===== src/rtl/dbp_pkg.sv =====
// Shared definitions for the branch-history-table update slice: counter
// encodings, update FSM states, resolution FIFO depth and helper functions.
package dbp_pkg;

    localparam logic [1:0] SNT = 2'd0;
    localparam logic [1:0] WNT = 2'd1;
    localparam logic [1:0] WT  = 2'd2;
    localparam logic [1:0] ST  = 2'd3;

    localparam int RES_FIFO_DEPTH = 4;

    typedef enum logic [1:0] {
        S_IDLE = 2'd0,
        S_RD   = 2'd1,
        S_WR   = 2'd2
    } upd_state_e;

    // Word index of a fetch/resolve PC; callers truncate to their table width.
    function automatic logic [31:0] pc_index(input logic [31:0] pc);
        return pc >> 32'd2;
    endfunction

    function automatic logic [1:0] sat_update(input logic [1:0] cnt, input logic taken);
        logic [1:0] nxt;
        if (taken && (cnt != ST)) begin
            nxt = cnt + 2'd1;
        end else if (!taken && (cnt != SNT)) begin
            nxt = cnt - 2'd1;
        end else begin
            nxt = cnt;
        end
        return nxt;
    endfunction

endpackage


===== src/rtl/dbp_res_fifo.sv =====
// In-order resolution FIFO; pushes into a full FIFO and pops from an empty
// one are ignored, so callers may drive the strobes unconditionally.
module dbp_res_fifo #(
    parameter int WIDTH = 11,
    parameter int DEPTH = 4,
    parameter int CNT_W = $clog2(DEPTH + 1)
) (
    input  logic             clk,
    input  logic             reset,
    input  logic             i_push,
    input  logic [WIDTH-1:0] i_data,
    input  logic             i_pop,
    output logic [WIDTH-1:0] o_data,
    output logic             o_full,
    output logic             o_empty,
    output logic [CNT_W-1:0] o_count
);

    localparam int PTR_W = (DEPTH > 1) ? $clog2(DEPTH) : 1;

    logic [WIDTH-1:0] r_mem [DEPTH];
    logic [PTR_W-1:0] r_wptr;
    logic [PTR_W-1:0] r_rptr;
    logic [CNT_W-1:0] r_count;
    logic             w_push;
    logic             w_pop;

    assign o_full  = (r_count == CNT_W'(DEPTH));
    assign o_empty = (r_count == {CNT_W{1'b0}});
    assign o_count = r_count;
    assign o_data  = r_mem[r_rptr];
    assign w_push  = i_push & ~o_full;
    assign w_pop   = i_pop & ~o_empty;

    // Storage array; contents are don't-care while the pointers say empty.
    always_ff @(posedge clk) begin
        if (w_push) begin
            r_mem[r_wptr] <= i_data;
        end
    end

    // Pointers and occupancy.
    always_ff @(posedge clk or posedge reset) begin
        if (reset) begin
            r_wptr  <= {PTR_W{1'b0}};
            r_rptr  <= {PTR_W{1'b0}};
            r_count <= {CNT_W{1'b0}};
        end else begin
            if (w_push) begin
                r_wptr <= (r_wptr == PTR_W'(DEPTH - 1)) ? {PTR_W{1'b0}} : r_wptr + PTR_W'(1);
            end
            if (w_pop) begin
                r_rptr <= (r_rptr == PTR_W'(DEPTH - 1)) ? {PTR_W{1'b0}} : r_rptr + PTR_W'(1);
            end
            case ({w_push, w_pop})
                2'b10:   r_count <= r_count + CNT_W'(1);
                2'b01:   r_count <= r_count - CNT_W'(1);
                default: r_count <= r_count;
            endcase
        end
    end

endmodule


===== src/rtl/dbp_bht_update.sv =====
// Branch history table front end: one-cycle lookup with write forwarding, and a
// buffered read-modify-write updater for 2-bit saturating counters.
module dbp_bht_update
    import dbp_pkg::*;
#(
    parameter int AWIDTH = 10,
    parameter int DWIDTH = 32
) (
    input  logic              clk,
    input  logic              reset,
    input  logic              pc_valid,
    input  logic [31:0]       pc,
    output logic [AWIDTH-1:0] bht_add1,
    input  logic [DWIDTH-1:0] bht_rdata1,
    output logic              pred_valid,
    output logic              pred_taken,
    output logic [1:0]        pred_counter,
    input  logic              res_valid,
    output logic              res_ready,
    input  logic [31:0]       res_pc,
    input  logic              res_taken,
    output logic [AWIDTH-1:0] bht_add2,
    input  logic [DWIDTH-1:0] bht_rdata2,
    output logic              bht_wen2,
    output logic [DWIDTH-1:0] bht_wdata2,
    output logic              busy,
    output logic [15:0]       upd_count
);

    localparam int FW    = AWIDTH + 1;
    localparam int CNT_W = $clog2(RES_FIFO_DEPTH + 1);

    upd_state_e        r_state;
    upd_state_e        w_state_nxt;
    logic              r_pred_valid;
    logic              r_fwd;
    logic [1:0]        r_fwd_cnt;
    logic              r_rdy;
    logic [15:0]       r_upd_count;
    logic [FW-1:0]     w_head;
    logic [AWIDTH-1:0] w_head_idx;
    logic              w_head_taken;
    logic              w_full;
    logic              w_empty;
    logic [CNT_W-1:0]  w_count;
    logic              w_push;
    logic              w_pop;
    logic [1:0]        w_new_cnt;
    logic              w_unused_rdata1;

    assign bht_add1        = AWIDTH'(pc_index(pc));
    assign w_unused_rdata1 = ^bht_rdata1[DWIDTH-1:2];

    // Lookup pipeline: remember a same-cycle write to the looked-up entry,
    // because the table read returns the value from before that write.
    always_ff @(posedge clk or posedge reset) begin
        if (reset) begin
            r_pred_valid <= 1'b0;
            r_fwd        <= 1'b0;
            r_fwd_cnt    <= 2'b00;
        end else begin
            r_pred_valid <= pc_valid;
            r_fwd        <= pc_valid & bht_wen2 & (bht_add1 == bht_add2);
            r_fwd_cnt    <= w_new_cnt;
        end
    end

    // Prediction select between forwarded counter and table data.
    always_comb begin
        pred_counter = 2'b00;
        if (r_pred_valid) begin
            if (r_fwd) begin
                pred_counter = r_fwd_cnt;
            end else begin
                pred_counter = bht_rdata1[1:0];
            end
        end else begin
            pred_counter = 2'b00;
        end
    end

    assign pred_valid = r_pred_valid;
    assign pred_taken = pred_counter[1];

    // Resolution acceptance opens on the first clock edge out of reset.
    always_ff @(posedge clk or posedge reset) begin
        if (reset) begin
            r_rdy <= 1'b0;
        end else begin
            r_rdy <= 1'b1;
        end
    end

    assign res_ready = r_rdy & ~w_full;
    assign w_push    = res_valid & res_ready;
    assign w_pop     = (r_state == S_WR);

    dbp_res_fifo #(
        .WIDTH (FW),
        .DEPTH (RES_FIFO_DEPTH),
        .CNT_W (CNT_W)
    ) u_res_fifo (
        .clk     (clk),
        .reset   (reset),
        .i_push  (w_push),
        .i_data  ({AWIDTH'(pc_index(res_pc)), res_taken}),
        .i_pop   (w_pop),
        .o_data  (w_head),
        .o_full  (w_full),
        .o_empty (w_empty),
        .o_count (w_count)
    );

    assign w_head_idx   = w_head[FW-1:1];
    assign w_head_taken = w_head[0];
    assign w_new_cnt    = sat_update(bht_rdata2[1:0], w_head_taken);

    // Update FSM state register.
    always_ff @(posedge clk or posedge reset) begin
        if (reset) begin
            r_state <= S_IDLE;
        end else begin
            r_state <= w_state_nxt;
        end
    end

    // Update FSM next state; a push during WR keeps the pipeline going.
    always_comb begin
        w_state_nxt = r_state;
        case (r_state)
            S_IDLE: begin
                if (!w_empty) begin
                    w_state_nxt = S_RD;
                end else begin
                    w_state_nxt = S_IDLE;
                end
            end
            S_RD:   w_state_nxt = S_WR;
            S_WR: begin
                if ((w_count > CNT_W'(1)) || w_push) begin
                    w_state_nxt = S_RD;
                end else begin
                    w_state_nxt = S_IDLE;
                end
            end
            default: w_state_nxt = S_IDLE;
        endcase
    end

    // Update FSM outputs: RD reads the head entry, WR writes it back.
    always_comb begin
        bht_add2   = {AWIDTH{1'b0}};
        bht_wen2   = 1'b0;
        bht_wdata2 = {DWIDTH{1'b0}};
        case (r_state)
            S_RD: begin
                bht_add2 = w_head_idx;
            end
            S_WR: begin
                bht_add2   = w_head_idx;
                bht_wen2   = 1'b1;
                bht_wdata2 = {bht_rdata2[DWIDTH-1:2], w_new_cnt};
            end
            default: begin
                bht_add2 = {AWIDTH{1'b0}};
            end
        endcase
    end

    // Completed-write counter, wrapping.
    always_ff @(posedge clk or posedge reset) begin
        if (reset) begin
            r_upd_count <= 16'd0;
        end else if (r_state == S_WR) begin
            r_upd_count <= r_upd_count + 16'd1;
        end else begin
            r_upd_count <= r_upd_count;
        end
    end

    assign upd_count = r_upd_count;
    assign busy      = ~w_empty | (r_state != S_IDLE);

endmodule


===== config.mk =====
export PLATFORM = sky130hd
export DESIGN_NAME = dbp_bht_update
export DESIGN_NICKNAME = d
export VERILOG_FILES = /design/src/rtl/dbp_pkg.sv /design/src/rtl/dbp_res_fifo.sv /design/src/rtl/dbp_bht_update.sv
export SDC_FILE = /design/constraint.sdc
export NUM_CORES = 1
export LEC_CHECK = 0
export CORE_AREA = 4 4 118 92
export CTS_CLUSTER_DIAMETER = 150
export CTS_CLUSTER_SIZE = 25
export DETAILED_ROUTE_END_ITERATION = 6
export DIE_AREA = 0 0 122 96
export GPL_TIMING_DRIVEN = 0
export HOLD_SLACK_MARGIN = 0.1
export PLACE_DENSITY = 0.8
export SYNTH_ARGS = -nofsm -noshare
export SYNTH_HDL_FRONTEND = slang
export SYNTH_SLANG_ARGS = --single-unit

===== constraint.sdc =====
create_clock -name clk -period 3.55 [get_ports clk]
set_clock_uncertainty 0.2 [all_clocks]
set_input_delay 1.065 -clock clk [delete_from_list [all_inputs] [get_ports clk]]
set_output_delay 1.065 -clock clk [all_outputs]
set_load 0.05 [all_outputs]

# After elaboration in Yosys (flattened, before gate mapping)
# Memory sizes are Yosys's and may differ from the RTL's.
# Cells that the tools add are included.
[word_totals]
wordCells = 61
ramBits = 44
register_bits = 30
n_memories = 1
inputBits = 133
[memory_table]
columns = ["name", "words", "width", "rd", "rd_ports_with_merged_regs", "wr", "line_no", "rtl"]
rows = [
  ["u_res_fifo.r_mem", 4, 11, 1, 0, 1, "dbp_res_fifo.sv:21", "logic [WIDTH-1:0] r_mem [DEPTH];"],
]
[op_classes]
n_eq_ne = 9
addsub = 7
n_reduce_logical = 10
n_mux = 15
magnitude_cmp = 1
n_bitwise = 9
[ops]
columns = ["op", "n"]
rows = [
  ["2-to-1 mux 32 bit", 1],
  ["adder 16 x 1 -> 16 bit, second input constant", 1],
  ["2-to-1 mux 2 bit", 6],
  ["equality test 10 bit", 1],
  ["2-to-1 mux 10 bit", 1],
  ["equality test 2 bit, second input constant", 4],
  ["adder 2 x 1 -> 2 bit, second input constant", 3],
  ["bitwise AND 1 bit", 6],
  ["one-hot mux 2 bit (3 select lines)", 1],
  ["one-hot mux 3 bit (2 select lines)", 1],
  ["nonzero test 2 bit", 3],
  ["2-to-1 mux 1 bit", 5],
  ["equality test 2 x 1 -> 1 bit, second input constant", 2],
  ["adder 3 x 1 -> 3 bit, second input constant", 1],
  ["equality test 3 bit, second input constant", 1],
  ["greater-than comparator 3 x 1 -> 1 bit, second input constant", 1],
  ["logical NOT 3 bit", 1],
  ["subtractor 3 x 1 -> 3 bit, second input constant", 1],
  ["logical AND 1 bit", 2],
  ["logical NOT 2 bit", 1],
  ["!= test 2 bit, second input constant", 1],
  ["inverter 1 bit", 2],
  ["OR reduction 2 bit", 1],
  ["subtractor 2 x 1 -> 2 bit, second input constant", 1],
  ["3 further kinds", 3],
]

# Longest topological paths before layout
[logic_depth]
depth_word = 7
ltp_mapped = 9
mapped_depth_nobuf = 9

# Modules after synthesis
# From an unflattened synthesis, not the netlist that was laid out.
[hier_totals]
cells_unflattened = 277
area_unflattened_um2 = 3768.6
[by_module_without_submodules]
columns = ["module", "area_per_inst_um2", "instances", "cells_each", "seq_area_each_um2"]
rows = [
  ["dbp_res_fifo", 2079.5, 1, 98, 1496.4],
  ["dbp_bht_update", 1689.1, 1, 179, 575.6],
]

# Worst setup path before layout
# No wires, ideal clock.
[synth_path]
kind = "input to output"
start = "in bht_rdata1[1]"
end = "out pred_counter[1]"
arrival_time_ns = 2.183
slack_ns = 0.102
stages = 3
required_time_ns = 2.285
cell_sequence = "mux2i_1 nor2b_1 buf_4"
[synth_via]
elab_chain_len = 2
[synth_rtl]
columns = ["element", "line_no", "rtl"]
rows = [
  ["from (decl)", "dbp_bht_update.sv:14", "input logic [DWIDTH-1:0] bht_rdata1,"],
  ["2-to-1 mux 2 bit", "dbp_bht_update.sv:72", "if (r_fwd) begin"],
  ["2-to-1 mux 2 bit", "dbp_bht_update.sv:71", "if (r_pred_valid) begin"],
  ["to (decl)", "dbp_bht_update.sv:17", "output logic [1:0] pred_counter,"],
]
# Every way passes these cells.

# Worst setup path after layout
[layout_path]
start = "in pc[10]"
end = "out bht_add1[8]"
[layout_lines]
columns = ["element", "line_no", "rtl"]
rows = [
  ["from (decl)", "dbp_bht_update.sv:12", "input logic [31:0] pc,"],
  ["to (decl)", "dbp_bht_update.sv:13", "output logic [AWIDTH-1:0] bht_add1,"],
]
# No word-level cell between the ends.

==> results.toml <==
[run_status]
status = "complete, no violations"

[worst_setup_path]
crit_path_end = "bht_add1[8]"
cp.depth = 3
rrSetupSlack_ps = 1070
critPathArrivalTime_ps = 2240
crit_path_max_fanout = 4
critPathKind = "in2out"
crit_path_start_kind = "input port"
slowest_stage = "clkdlybuf4s50_1"
r2r-start = "u_res_fifo.r_rptr[0]$_DFFE_PP0P_"
reg2reg_to = "r_fwd$_DFF_PP0_"
crit_chain = "clkdlybuf4s50_1, buf_4, clkdlybuf4s15_1"
reg2reg_depth = 7
slowest_delay_ps = 540
crit_path_end_kind = "output pin"
setup.worst_path.start = "pc[10]"
crit_family = "buffers and inverters"
worst_ep_required_time_ps = 2280
worst-path-buf-inv = 3

[clock_network]
clock_latency_ps = 320
ctsHoldBuffers = 0
htreeDepth = 3
cts_sinks = 74
root_buffer = "clkbuf_16"
cts_buffers = 9
cts.path.max_buffers = 2
cts_tree = "yes"
path_clk_slew_ps = 60

[route]
first_pass_iters = 4
ant_nets = 0
drc_errors = 0
routed_wirelength_mm = 9.65
drt-initial-drc-count = 99
routedWlPerCell_um = 16.6
vias_per_cell = 4.84
via_count = 2822

[power_and_ir_drop]
swShare_pct = 43.5
vdd_drop_max_mv = 0.316
p_comb_share_pct = 52.6
p_leak_nw = 2.38
switching_power_mw = 1.96
internal_power_mw = 2.54
pwr-share-clk_pct = 21.2
powerDensity_mw_per_mm2 = 806
pwr-share-seq_pct = 26.2

[finish]
drive_above_1_share_pct = 18.2
layoutNonFillerInstCount = 583
regArea_sq_mm = 0.00207
multiInputGateArea_sq_mm = 0.00147
mostFrequentLayoutCell = "clkdlybuf4s50_1"
mostFrequentLayoutCells = "75 x clkdlybuf4s50_1, 44 x edfxtp_1, 39 x and2_1, 30 x dfrtp_1, 28 x dlygate4sd2_1"
fillers = 756
utilization_pct = 58.2
antenna_cells = 0
nets = 596
syn_to_final_growth_pct = 50.5

[floorplanning]
die-area_sq_mm = 0.0117
die_w_um = 122
num_io_pins = 208
die_h_um = 96
start_util_pct = 38.7
core_area_sq_mm = 0.00958
num_rows = 31

[timing]
fin_tns_setup_ps = 0
setup_viol = 0
finalWorstSetupSlack_ps = 45.2
relSlewSlack_pct = 24.6
fmax_mhz = 285
post-route-period-util_pct = 98.7
rsz0062_at_grt = "false"
hold_viol_final = 0
holdWs_ps = 286
finalMaxSlewViolations = 0
worst_pin_slew_ps = 1130
finalCriticalPeriod_ps = 3500

[placed_design]
dp_cells = 559
globalplace.congestion = 0.800
post-place-ws_ps = -935
portBuffers = 133
post-dp-hpwl_mm = 7.43

[synth]
synth_nets = 444
ys_seq_elements = 74
yosysWarnings = 0
synth-edff-count = 44
synth_area_sq_mm = 0.00370
ys_seq_area_share_pct = 55.9
synth_ff_type = "edfxtp_1"
ys_types = 43
avgSynthCellArea_sq_um = 12.6
synthArstFlopShare_pct = 40.5
syn_inst = 294

[grt]
met3_usage_pct = 5.76
grt_max_degree = 31
grt.busiest_layer = "met2"
grt_use_total_pct = 16.3
met2_usage_pct = 27.9
grt_pass1_wl_mm = 14.6
grt_pass1_vias = 2832
antenna_found_initial = 1
grt-ovfl-total = 0
grtUsageMet1_pct = 19.4

[job]
drv_cap = 0

[hold_path]
min_path_type = "reg2reg"
==> routing by layer <==
| layer | vias to the layer above | part of all wire [%] |
|---|---|---|
| met5 | - | 0.13 |
| met3 | 10 | 9.7 |
| met2 | 119 | 50 |
| met1 | 1363 | 38 |
| li1 | 1328 | - |
| met4 | 2 | 1.7 |
==> kinds of logic after synthesis <==
kind of cell | share of synthesized area [%]
AO/OA/AOI/OAI | 4.09
XOR/XNOR | 5.44
adder cells (fa/ha/maj) | 5.74
buffers and inverters | 4.93
flip-flops | 55.9
multiplexers | 8.34
other | 0.101
AND/OR/NAND/NOR | 15.4
==> cell type report <==
| type | count | area share (%) |
|---|---|---|
| sequential | 74 | 37.2 |
| tap | 132 | 2.96 |
| timing repair buffer | 141 | 24.2 |
| clock buffer | 9 | 4.04 |
| clock inverter | 7 | 1.66 |
| inverter | 16 | 1.08 |
| multi-input combinational | 185 | 26.3 |
| buffer | 19 | 2.63 |
==> stage by stage <==
| stage | total power, mW | cell area, sq um |
|---|---|---|
| 2_1_floorplan | 2.78 | 3700 |
| 3_3_place_gp | 3.50 | 5200 |
| 3_5_place_dp | 3.55 | 5200 |
| 4_1_cts | 4.48 | 5530 |
| 5_1_grt | 4.73 | 5570 |
| 6_report | 4.49 | 5570 |
==> power by group through the flow <==
| stage | clock network [mW] | registers [mW] | logic (mW) |
|---|---|---|---|
| after detailed placement | 0 | 1.19 | 2.36 |
| after global routing | 1.01 | 1.19 | 2.52 |
| final | 0.954 | 1.18 | 2.36 |
| after CTS | 0.972 | 1.18 | 2.33 |
| after global placement | 0 | 1.17 | 2.32 |
| after floorplan | 0 | 1.26 | 1.52 |
==> worst min-delay path by stage <==
stage | start | endpoint | slack, ps | depth (start not counted)
CTS | upd_count[15]$_DFFE_PP0P_ | upd_count[15]$_DFFE_PP0P_ | 290 | 1
global placement | upd_count[15]$_DFFE_PP0P_ | upd_count[15]$_DFFE_PP0P_ | 270 | 1
global route | upd_count[13]$_DFFE_PP0P_ | upd_count[13]$_DFFE_PP0P_ | 310 | 1
detailed placement | upd_count[15]$_DFFE_PP0P_ | upd_count[15]$_DFFE_PP0P_ | 270 | 1
finish | upd_count[15]$_DFFE_PP0P_ | upd_count[15]$_DFFE_PP0P_ | 290 | 1
floorplan | u_res_fifo.o_count[1]$_DFFE_PP0P_ | u_res_fifo.o_count[1]$_DFFE_PP0P_ | 280 | 2
==> state kept, by name (all words and copies together), names as in the netlist, 2 cells and up <==
register / cells
upd_count: 16
r_fwd_cnt: 2
r_state: 2
u_res_fifo.r_mem: 44
u_res_fifo.r_wptr: 2
u_res_fifo.o_count: 3
u_res_fifo.r_rptr: 2
==> Yosys cell counts, drive strengths merged (6+ instances only) <==
cell type,count,area (sq um)
dfrtp,30,751
buf,14,104
nand3,6,30.0
nand2,17,63.8
o21ai,7,35.0
edfxtp,44,1320
mux4,10,225
and2,40,250
xnor2,12,105
nor2,13,48.8
xor2,11,96.3
inv,16,60.1
ha,17,213
==> what timing repair did <==
action	in CTS	in global routing
setup buffers	2	6
gates resized for setup	116	27
pin swaps	2	3
setup endpoints to repair	56	25
cloned	0	0
Note: power is estimated with default switching activity, not from simulation.
